===== config.mk =====
export PLATFORM = sky130hd
export DESIGN_NAME = ttte_ser_frame_tx
export DESIGN_NICKNAME = d
export VERILOG_FILES = /design/src/rtl/ttte_ser_frame_tx.sv
export SDC_FILE = /design/constraint.sdc
export NUM_CORES = 1
export LEC_CHECK = 0
export ABC_AREA = 1
export CAP_MARGIN = 20
export CORE_MARGIN = 2
export CORE_UTILIZATION = 31
export DETAILED_ROUTE_END_ITERATION = 16
export MAX_ROUTING_LAYER = met4
export PLACE_DENSITY = 0.52
export SYNTH_ARGS = -nofsm -noshare
export SYNTH_HDL_FRONTEND = slang
export SYNTH_SLANG_ARGS = --single-unit
export TNS_END_PERCENT = 1

===== constraint.sdc =====
create_clock -name t_clk -period 3.5 [get_ports t_clk]
set_input_delay 0.875 -clock t_clk [delete_from_list [all_inputs] [get_ports t_clk]]
set_output_delay 0.875 -clock t_clk [all_outputs]
set_load 0.02 [all_outputs]

===== src/rtl/ttte_ser_frame_tx.sv =====
// ttte_ser_frame_tx
//   Framed multi-lane serializer. Each accepted DATA_W-bit word is split into
//   LANES slices of W = DATA_W/LANES bits. Every lane sends one frame built from
//   a start bit (0), W data bits, an optional even-parity bit and a stop bit (1).
//   Each serial bit lasts BIT_CYC clocks. One bit timer is shared by all lanes,
//   so the lanes stay bit-aligned. A one-word holding register lets the next
//   frame start in the cycle right after the previous stop bit.
//
// Ports
//   t_clk      in   clock, rising edge
//   rst        in   synchronous active-high reset
//   tx_valid   in   data_in holds a word to send
//   data_in    in   [DATA_W-1:0] word, sampled only on accept
//   tx_ready   out  a word can be accepted this cycle
//   data_out   out  [LANES-1:0] serial lines, idle high, registered
//   busy       out  a frame is on the lines (START..STOP)
//   frame_done out  one-cycle pulse in the last cycle of every stop bit
//
// Handshake: a word transfers on a rising edge where tx_valid && tx_ready.
// tx_ready does not depend on tx_valid. When tx_valid is high and tx_ready is
// low, nothing is captured and nothing is flagged. The sender may drop
// tx_valid or change data_in at any time.

module ttte_ser_frame_tx #(
  parameter int DATA_W    = 32,
  parameter int LANES     = 1,
  parameter int BIT_CYC   = 4,
  parameter int PARITY_EN = 1,
  parameter int MSB_FIRST = 0
) (
  input  logic              t_clk,
  input  logic              rst,
  input  logic              tx_valid,
  input  logic [DATA_W-1:0] data_in,
  output logic              tx_ready,
  output logic [LANES-1:0]  data_out,
  output logic              busy,
  output logic              frame_done
);

  localparam int W     = DATA_W / LANES;
  localparam int CNT_W = (BIT_CYC > 1) ? $clog2(BIT_CYC) : 1;
  localparam int BIT_W = $clog2(W) + 1;
  localparam logic [CNT_W-1:0] CNT_MAX = CNT_W'(BIT_CYC - 1);
  localparam logic [BIT_W-1:0] BIT_MAX = BIT_W'(W - 1);

  generate
    if ((DATA_W % LANES) != 0 || BIT_CYC < 1) begin : g_bad_params
      $error("ttte_ser_frame_tx: DATA_W must be a multiple of LANES and BIT_CYC >= 1");
    end
  endgenerate

  typedef enum logic [2:0] {
    S_IDLE   = 3'd0,
    S_START  = 3'd1,
    S_DATA   = 3'd2,
    S_PARITY = 3'd3,
    S_STOP   = 3'd4
  } state_t;

  // Even parity of every lane slice of a word.
  function automatic logic [LANES-1:0] lane_parity(input logic [DATA_W-1:0] w);
    logic [LANES-1:0] p;
    for (int i = 0; i < LANES; i++) p[i] = ^w[i*W +: W];
    return p;
  endfunction

  // Move every lane by one position so the next bit reaches the head.
  function automatic logic [DATA_W-1:0] lane_shift(input logic [DATA_W-1:0] w);
    logic [DATA_W-1:0] r;
    for (int i = 0; i < LANES; i++) begin
      if (MSB_FIRST != 0) r[i*W +: W] = w[i*W +: W] << 1;
      else                r[i*W +: W] = w[i*W +: W] >> 1;
    end
    return r;
  endfunction

  // Bit now being sent on each lane: MSB of the slice, or LSB.
  function automatic logic [LANES-1:0] lane_head(input logic [DATA_W-1:0] w);
    logic [LANES-1:0] h;
    for (int i = 0; i < LANES; i++) begin
      if (MSB_FIRST != 0) h[i] = w[i*W + W - 1];
      else                h[i] = w[i*W];
    end
    return h;
  endfunction

  state_t            state_q, state_d;
  logic [CNT_W-1:0]  cnt_q, cnt_d;
  logic [BIT_W-1:0]  bit_q, bit_d;
  logic [DATA_W-1:0] shreg_q, shreg_d;
  logic [LANES-1:0]  par_q, par_d;
  logic [DATA_W-1:0] hold_q, hold_d;
  logic              hold_full_q, hold_full_d;
  logic [LANES-1:0]  data_out_q, data_out_d;
  logic              busy_q, busy_d;
  logic              frame_done_q, frame_done_d;

  logic accept;
  logic last_cyc;
  logic load_direct;

  always_comb begin
    state_d      = state_q;
    cnt_d        = cnt_q;
    bit_d        = bit_q;
    shreg_d      = shreg_q;
    par_d        = par_q;
    hold_d       = hold_q;
    hold_full_d  = hold_full_q;
    load_direct  = 1'b0;

    tx_ready = (state_q == S_IDLE) | ~hold_full_q;
    accept   = tx_valid & tx_ready;
    last_cyc = (cnt_q == CNT_MAX);

    // The bit timer runs only while a frame is on the lines.
    if (state_q != S_IDLE) cnt_d = last_cyc ? '0 : cnt_q + 1'b1;

    case (state_q)
      S_IDLE: begin
        if (accept) begin
          load_direct = 1'b1;
          shreg_d     = data_in;
          par_d       = lane_parity(data_in);
          cnt_d       = '0;
          state_d     = S_START;
        end
      end
      S_START: begin
        if (last_cyc) begin
          bit_d   = '0;
          state_d = S_DATA;
        end
      end
      S_DATA: begin
        if (last_cyc) begin
          if (bit_q == BIT_MAX) begin
            state_d = (PARITY_EN != 0) ? S_PARITY : S_STOP;
          end else begin
            bit_d   = bit_q + 1'b1;
            shreg_d = lane_shift(shreg_q);
          end
        end
      end
      S_PARITY: begin
        if (last_cyc) state_d = S_STOP;
      end
      S_STOP: begin
        if (last_cyc) begin
          if (hold_full_q) begin
            // tx_ready is low here, so no accept can land on this edge.
            shreg_d     = hold_q;
            par_d       = lane_parity(hold_q);
            hold_full_d = 1'b0;
            state_d     = S_START;
          end else if (accept) begin
            // The holding register is empty and this is the frame's last edge.
            // Load the word straight in so it is not left stranded in the
            // holding register while the FSM is idle.
            load_direct = 1'b1;
            shreg_d     = data_in;
            par_d       = lane_parity(data_in);
            state_d     = S_START;
          end else begin
            state_d = S_IDLE;
          end
        end
      end
      default: begin
        state_d = S_IDLE;
        cnt_d   = '0;
      end
    endcase

    if (accept && !load_direct) begin
      hold_d      = data_in;
      hold_full_d = 1'b1;
    end

    // The outputs come from the next state, so the registers match it.
    busy_d       = (state_d != S_IDLE);
    frame_done_d = (state_d == S_STOP) && (cnt_d == CNT_MAX);
    case (state_d)
      S_START:  data_out_d = '0;
      S_DATA:   data_out_d = lane_head(shreg_d);
      S_PARITY: data_out_d = par_d;
      default:  data_out_d = '1;
    endcase
  end

  always_ff @(posedge t_clk) begin
    if (rst) begin
      state_q      <= S_IDLE;
      cnt_q        <= '0;
      bit_q        <= '0;
      shreg_q      <= '0;
      par_q        <= '0;
      hold_q       <= '0;
      hold_full_q  <= 1'b0;
      data_out_q   <= '1;
      busy_q       <= 1'b0;
      frame_done_q <= 1'b0;
    end else begin
      state_q      <= state_d;
      cnt_q        <= cnt_d;
      bit_q        <= bit_d;
      shreg_q      <= shreg_d;
      par_q        <= par_d;
      hold_q       <= hold_d;
      hold_full_q  <= hold_full_d;
      data_out_q   <= data_out_d;
      busy_q       <= busy_d;
      frame_done_q <= frame_done_d;
    end
  end

  assign data_out   = data_out_q;
  assign busy       = busy_q;
  assign frame_done = frame_done_q;

endmodule


Word level (Yosys, flattened, before mapping)
Index checks and enable logic that the tools add are counted.
{"block": "totals", "ff_bits": 80, "latchBits": 0, "ram_bits": 0, "romBits": 0, "in_bits": 35, "output_inout_bits": 4, "elab_cells": 82, "mem_count": 0}
{"block": "classes", "add_sub_neg": 2, "n_mul": 0, "div_mod_pow": 0, "order_cmp": 0, "n_eq_ne": 15, "shift": 0, "muxes": 35, "n_bitwise": 3, "reduce_logical": 16}
{"cell": "$mux 32", "count": 5}
{"cell": "$pmux 32 s3", "count": 1}
{"cell": "$reduce_xor 32->1", "count": 2}
{"cell": "$mux 3", "count": 6}
{"cell": "$mux 6", "count": 3}
{"cell": "$pmux 3 s5", "count": 1}
{"cell": "$eq 3x2->1 const B", "count": 4}
{"cell": "$pmux 6 s2", "count": 1}
{"cell": "$mux 1", "count": 11}
{"cell": "$reduce_bool 3->1", "count": 3}
{"cell": "$ne 2x2->1 const B", "count": 4}
{"cell": "$reduce_and 4->1", "count": 2}
{"cell": "$add 6x1->6 const B", "count": 1}
{"cell": "$eq 3x1->1 const B", "count": 2}
{"cell": "$eq 3x3->1 const B", "count": 2}
{"cell": "$eq 6x5->1 const B", "count": 1}
{"cell": "$mux 2", "count": 3}
{"cell": "$reduce_bool 2->1", "count": 3}
{"cell": "$eq 2x2->1 const B", "count": 2}
{"cell": "$pmux 1 s2", "count": 2}
{"cell": "$pmux 2 s2", "count": 1}
{"cell": "$reduce_or 4->1", "count": 1}
{"cell": "$logic_not 3->1", "count": 1}
{"cell": "$pmux 1 s3", "count": 1}
{"cell": "7 further kinds", "count": 8}

Logic depth before layout (Yosys ltp)
{"block": "depth", "depth_word": 11, "ltp_mapped": 19, "depth_no_buf": 19}

Least setup slack after synthesis
OpenSTA, ideal clock, no wires.
{"block": "synth_path", "kind": "input -> register", "from": "input port data_in[3]", "to": "register data_out_q (netlist: data_out)", "setup_ps": 112, "t_arrival_ps": 1880, "required_ps": 3388, "setup_slack_ps": 1508, "stages": 18, "path_buffers": 0, "path_cell_list": "inv_1 > nand2_1 > nand2_1 > inv_1 > nand2_1 > nand2_1 > nand2_1 > nand2_1 > nand2_1 > nand2_1 > nand2_1 > nand3_2 > nand3_1 > nand2_1 > nand2_1 > nand3_1 > nand2_1 > nand2_1"}
{"block": "synth_between", "elab_chain_len": 6}
{"element": "start: declaration", "line": "34", "source": "input logic [DATA_W-1:0] data_in,"}
{"element": "$reduce_xor 32->1 (*)", "line": "64", "source": "for (int i = 0; i < LANES; i++) p[i] = ^w[i*W +: W];"}
{"element": "$mux 1 (*)", "line": "122, 157"}
{"element": "$mux 1", "line": "151", "source": "if (hold_full_q) begin"}
{"element": "$mux 1", "line": "150", "source": "if (last_cyc) begin"}
{"element": "$pmux 1 s2 (*)", "line": "120", "source": "case (state_q)"}
{"element": "$pmux 1 s3 (*)", "line": "184", "source": "case (state_d)"}
{"element": "end signal: assignment", "line": "212", "source": "data_out_q <= data_out_d;"}
{"element": "end: declaration", "line": "95", "source": "logic [LANES-1:0] data_out_q, data_out_d;"}
Every way passes the cells marked *; elsewhere a longest branch is shown, timed or not.
A chain may end at the register's enable or synchronous reset.

Final worst setup path
{"block": "layout_path", "from": "register state_q[0]", "to": "output port tx_ready"}
{"block": "layout_between", "elab_chain_len": 2}
{"element": "start: declaration", "line": "88", "source": "state_t state_q, state_d;"}
{"element": "start signal: assignment", "line": "205", "source": "state_q <= state_d;"}
{"element": "$logic_not 3->1", "line": "113", "source": "tx_ready = (state_q == S_IDLE) | ~hold_full_q;"}
{"element": "$or 1x1->1", "line": "113"}
{"element": "end: declaration", "line": "35", "source": "output logic tx_ready,"}
Every way passes these cells.

==> metrics.md <==
| Metric | Value |
|---|---|
| Routed vias/inst | 4.96 |
| I/O pin cnt | 39 |
| Commonest cells in the netlist | 440 x nand2_1, 92 x inv_1, 80 x dfxtp_1 |
| Worst slew margin | 0.559 |
| CP Capture Point | tx_ready |
| R2r startpoint | cnt_q[0] |
| Post-CTS Resized | 0 |
| Clock skew | ~0.0073 ns |
| Top cells by area, synth | nand2_1 28%, dfxtp_1 27%, inv_1 5.9%, a21oi_1 4.2%, o21ai_0 4.1% |
| Crit-path max FO | 23 |
| CP Launch Type | register |
| Syn avg cell area | just over 6 µm² |
| Die width | between 100 and 150 µm |
| Design area | 0.00668 mm² |
| Max VDD drop | a little over 0.0002 V |
| Initial antenna violation count | 0 |
| Asr flop ratio synth | 0 |
| First-pass DRT Iterations | 5 |
| P per Cell Area | 400 mW/mm² |
| Warnings from Yosys | 0 |
| Register area share after synthesis | 0.273 |
| DP Area | between 0.006 and 0.007 mm² |
| TritonCTS clock tree | done |
| F_max | between 300 and 400 MHz |
| DR iter-0 viols | between 300 and 400 |
| Area of the die | 0.0200 mm² |
| Area Growth Syn to Fin | 13.8% |
| Fin. max-slew vios | 0 |
| Global route overflow | 0 |
| Top cell type's share of synthesized area | 0.282 |
| WL per Instance | ~14 µm |
| ANT nets after route | 0 |
| Number of flops mapped to enable cells by yosys | 0 |
| Reg-to-reg endpoint | data_out |
| RSZ-0062 raised after global routing | no |
| Row cnt | 50 |
| Max cap viols | 0 |
| Sw power | about 0.00093 W |
| Kind of critical path | reg2out |
| Antenna fix cells | 0 |
| TritonCTS Buffers | 9 |
| Switching power share of the total | 0.349 |
| H-tree levels | 3 |
| Total wire length | 17,000 µm |
| Synthesized Nets | roughly 1.0k |
| Largest net degree at the start of global routing | 53 |
| Fin crit share | 0.796 |
| Detailed-route via count | between 6k and 7k |
| Comb pwr share | 0.277 |
| Clock slew at reported path FFs | around 0.06 ns |
| Clock Latency Late Sink | ~0.35 ns |
| Req. time, crit path | about 2.6 ns |
| Sequential Power Share | 0.393 |
| Arrival @ worst endpoint | 1.91 ns |
| Clock share of power | 0.330 |
| Area leader, netlist | nand2_1 |
| Pleak | slightly above 3 nW |
| Main synth FF type | dfxtp_1 |
| Placer Congestion | roughly 0.8 |
| Clk sink count | 80 |
| Vias in the first global route | about 5.6k |
| R2r setup slk | 1.07 ns |
| First-pass GRT wire length | roughly 28,000 µm |
| Final Critical Period | around 2.8 ns |
| Internal | ~0.0017 W |
| CP Launch Point | state_q[0] |
| DRC violations left | 0 |
| Maximum clock path buffer count | 2 |
| Root Buffer | clkbuf_16 |
| Die Height | ~140 µm |
| # hold bufs at CTS | 0 |
| Final Hold Fails | 0 |
| Class of the worst hold path | reg2reg |
| Synthesized area | about 0.0059 mm² |
| Post-CTS setup buffer count | 0 |
| Most numerous cell in the Yosys netlist | nand2_1 |
| Synth Register Bits | 80 |
| Yosys cell types | 49 |
| Detailed placer's ending HPWL | 11,900 µm |
| Number of port buffers | 38 |
| Cells after DPL | between 1k and 1.5k |
| Finished Layout Cells | roughly 1.2k |
| R2R depth | 13 |
| Ratio of cells with drive above 1 in the final layout | 0.0779 |
| Outcome | finished, final reports clean |
| Total power | between 0.002 and 0.003 W |
| CORE AREA | ~0.019 mm² |
| Setup_tns | 0 ns |
| Nets@finish | 1,023 |
| Mapped Cells | 963 |
| Crit path capture type | output pin |
| Initial Utilization | 0.315 |
| Post-Route Utilization | 0.358 |
| Final setup fails | 0 |
| Worst slew pin tran | approximately 0.66 ns |
| Tot GR Track Use | 0.182 |
critical path, cell delays in order (launching register included):
cell	delay (ns)
dfxtp_1	0.37
nor2_4	0.19
nand2_4	0.21
nand2_4	0.16
clkdlybuf4s50_1	0.63
worst min-delay path by stage:
stage,endpoint,slack (ns),depth (start not counted),start
after global placement,bit_q[2],0.48,2,bit_q[2]
final,hold_q[25],0.49,2,hold_q[25]
after global routing,hold_q[25],0.52,2,hold_q[25]
after detailed placement,shreg_q[0],0.48,2,shreg_q[0]
after CTS,shreg_q[0],0.49,2,shreg_q[0]
after floorplan,hold_q[24],0.46,2,hold_q[24]
layout make-up:
cell class / instances / area (µm²)
inverter: 104 / 398
clock buffer: 10 / 239
fill: 2018 / 12000
timing repair buffer: 48 / 468
sequential: 80 / 1600
clock inverter: 4 / 22.5
multi-input combinational: 743 / 3650
tap: 234 / 293
power by group through the flow:
stage          Sequential, W  Clock [W]  Combinational [W]
5_1_grt              0.00106   0.000947           0.000848
3_5_place_dp         0.00107          0           0.000737
3_3_place_gp         0.00107          0           0.000735
6_report             0.00105   0.000879           0.000738
4_1_cts              0.00105   0.000911           0.000740
2_1_floorplan        0.00105          0           0.000549
cell families after synthesis:
group,Yosys count,synth area share
AND/OR/NAND/NOR,552,0.397
buffers and inverters,140,0.104
XOR/XNOR,4,0.00597
flip-flops,80,0.273
adder cells (fa/ha/maj),2,0.00427
AO/OA/AOI/OAI,185,0.215
flip-flops by register name (all words and copies together) (netlist names):
signal       flops
state_q          3
frame_done       1
cnt_q            2
bit_q            6
hold_full_q      1
par_q            1
busy             1
data_out         1
shreg_q         32
hold_q          32
routing by layer:
metal	wire (µm)	up-vias	track usage	share of wire
met5	0	-	-	0
met4	231	0	0.0568	0.014
met3	505	14	0.0199	0.030
met2	7790	108	0.300	0.46
met1	8430	2767	0.234	0.50
li1	-	3173	-	-
metrics by stage:
stage / hold slack (ns) / setup slack [ns]
after floorplan: 0.457 / 1.51
after global placement: 0.484 / 0.633
after detailed placement: 0.485 / 0.696
after CTS: 0.495 / 0.662
after global routing: 0.522 / 0.617
final: 0.493 / 0.714
layout by cell type, fill, tap and decap left out, types with 10 or more instances in the layout:
master,instances
nand3_1,31
nor2_1,34
dfxtp_1,80
nand2_1,440
or2_0,15
a21oi_1,49
clkdlybuf4s50_1,38
o21ai_1,23
o21ai_0,48
inv_1,92
inv_2,10
o2111ai_1,15
(Power assumes the default switching activity.)
==> variant: new RTL, config.mk and constraints unchanged <==
The 5 states of `state_t` get a one-hot encoding in 5 bits.
--- a/src/rtl/ttte_ser_frame_tx.sv
+++ b/src/rtl/ttte_ser_frame_tx.sv
@@ -50,12 +50,12 @@
     end
   endgenerate
 
-  typedef enum logic [2:0] {
-    S_IDLE   = 3'd0,
-    S_START  = 3'd1,
-    S_DATA   = 3'd2,
-    S_PARITY = 3'd3,
-    S_STOP   = 3'd4
+  typedef enum logic [4:0] {
+    S_IDLE   = 5'b00001,
+    S_START  = 5'b00010,
+    S_DATA   = 5'b00100,
+    S_PARITY = 5'b01000,
+    S_STOP   = 5'b10000
   } state_t;
 
   // Even parity of every lane slice of a word.
Function: same outputs for any inputs over 10 cycles, from zero or initial values and one cycle with rst high; not proved beyond that.
==> variant against the original RTL <==
- cell count is 4.1% lower
- design area fell by 4.9%
- die area down 6.1%
- via count is 8.0% lower
- routed wire length fell by 9.1%
- non-clock buffer count did not move
- area after synthesis is 6.3% lower
- core utilization increased by 0.89 points
- power increased by 13%
- setup slack better by 130 ps
- sequential cell count increased by 2
- critical path depth is 1 higher
- global-route usage down 0.58 points
- critical path type unchanged
==> variant: results (changes against the original RTL) <==
Commonest cells post-synth=nand2_1 (392), inv_1 (97), dfxtp_1 (82), a21oi_1 (76), o21ai_0 (76); Slew @ Worst Pin=540 ps (-121 ps); Pleak=0.00298 uW (-3.3%); Final Cycle Share=0.758 (-0.0378); ANT cells=0 (unchanged); Worst Setup SP=state_q[0]$_SDFF_PP1_; share of layout cells above drive strength 1=0.0633 (-0.0146); vias in the first global route=4871 (-13%); syn nets=957 (-4.3%); Synth area leaders=dfxtp_1 (30%), nand2_1 (27%), a21oi_1 (6.9%); Clock Path Buffers=2 (unchanged); HP Class=reg2reg; CP delay by family, top=buffers and inverters; min-delay src=shreg_q[28]$_SDFFE_PP0P_; nets=980 (-4.2%); gr usage total=0.176 (-0.00575); Skew-Pair Late Insertion Delay=350 ps (about the same); met1 Use GR=0.236 (+0.00188); Max VDD drop=250 uV (+22%); Resized cells post-CTS=0 (unchanged); Port-buffer cells=38 (unchanged); grt met3 use=0.0320 (+0.0121); worst r2r dst=shreg_q[24]$_SDFFE_PP0P_; worst r2r src=bit_q[0]$_SDFFE_PP0P_; first-pass GRT wire length=25.1 mm (-11%); placed instance area=6030 um2 (-6.0%); Netlist cell types=37 (-24%); final wirelength=15.4 mm (-9.1%); Max stage delay on crit path=610 ps (-20 ps); CP max FO=9 (-61%); hpwl dp=11.1 mm (-6.5%); Worst Skew=8.16 ps (+0.824 ps); Root Driver=clkbuf_16; Hold Crit Endpoint=shreg_q[27]$_SDFFE_PP0P_; TritonRoute pass-1 iters=5 (unchanged); largest net degree at the start of global routing=41 (-23%); worst reg2reg path depth=11 (-2); Post-Place Worst Slack=831 ps (+134 ps); run status=complete, no violations; Worst R2R Setup Slack=1200 ps (+130 ps); Mapped Avg Cell Area=5.98 um2 (-1.9%); met2 usage=0.274 (-0.0255); DRT met1 WL=7.61 mm (-9.7%); via count=5579 (-8.0%); Worst Path Arrival=1780 ps (-130 ps); register area share after synthesis=0.299 (+0.0255); CTS H-tree lvls=3 (unchanged); vias per cell=4.76 (-4.0%); DRT iter0 DRCs=412 (+16%); DP Cell Count=1157 (-4.3%); Worst Hold Depth=2 (unchanged); met3 WL=615 um (+22%); routability cong.=0.825 (+2.8%); met2 wire length=7.00 mm (-10%); WHS=484 ps (-9.14 ps)
==> variant: power breakdown <==
part	total (uW)	switching [uW]	internal, uW
clock	1040	395	642
combinational	858	551	307
sequential	1110	85.3	1030
==> variant: worst register-to-register path, stage by stage (launching register included) <==
cell     delay [ps]
dfxtp_1         370
ha_1            180
nand2_1          60
inv_1            70
nand3_1         110
nand2_1         200
nand2_2         100
nand3_4          80
buf_4           350
inv_2           340
o21ai_0         250
a41oi_1          60
==> variant: area by class of cell <==
class | instances | area (um2)
clock buffer | 11 | 243
clock inverter | 5 | 77.6
fill | 1882 | 10900
inverter | 106 | 398
multi-input combinational | 696 | 3240
sequential | 82 | 1640
tap | 225 | 282
timing repair buffer | 48 | 468
==> variant: cell families after synthesis <==
logic type | count (synthesis) | share of synthesized area
AND/OR/NAND/NOR | 469 | 0.350
XOR/XNOR | 14 | 0.0223
buffers and inverters | 142 | 0.113
adder cells (fa/ha/maj) | 2 | 0.00455
AO/OA/AOI/OAI | 211 | 0.212
flip-flops | 82 | 0.299
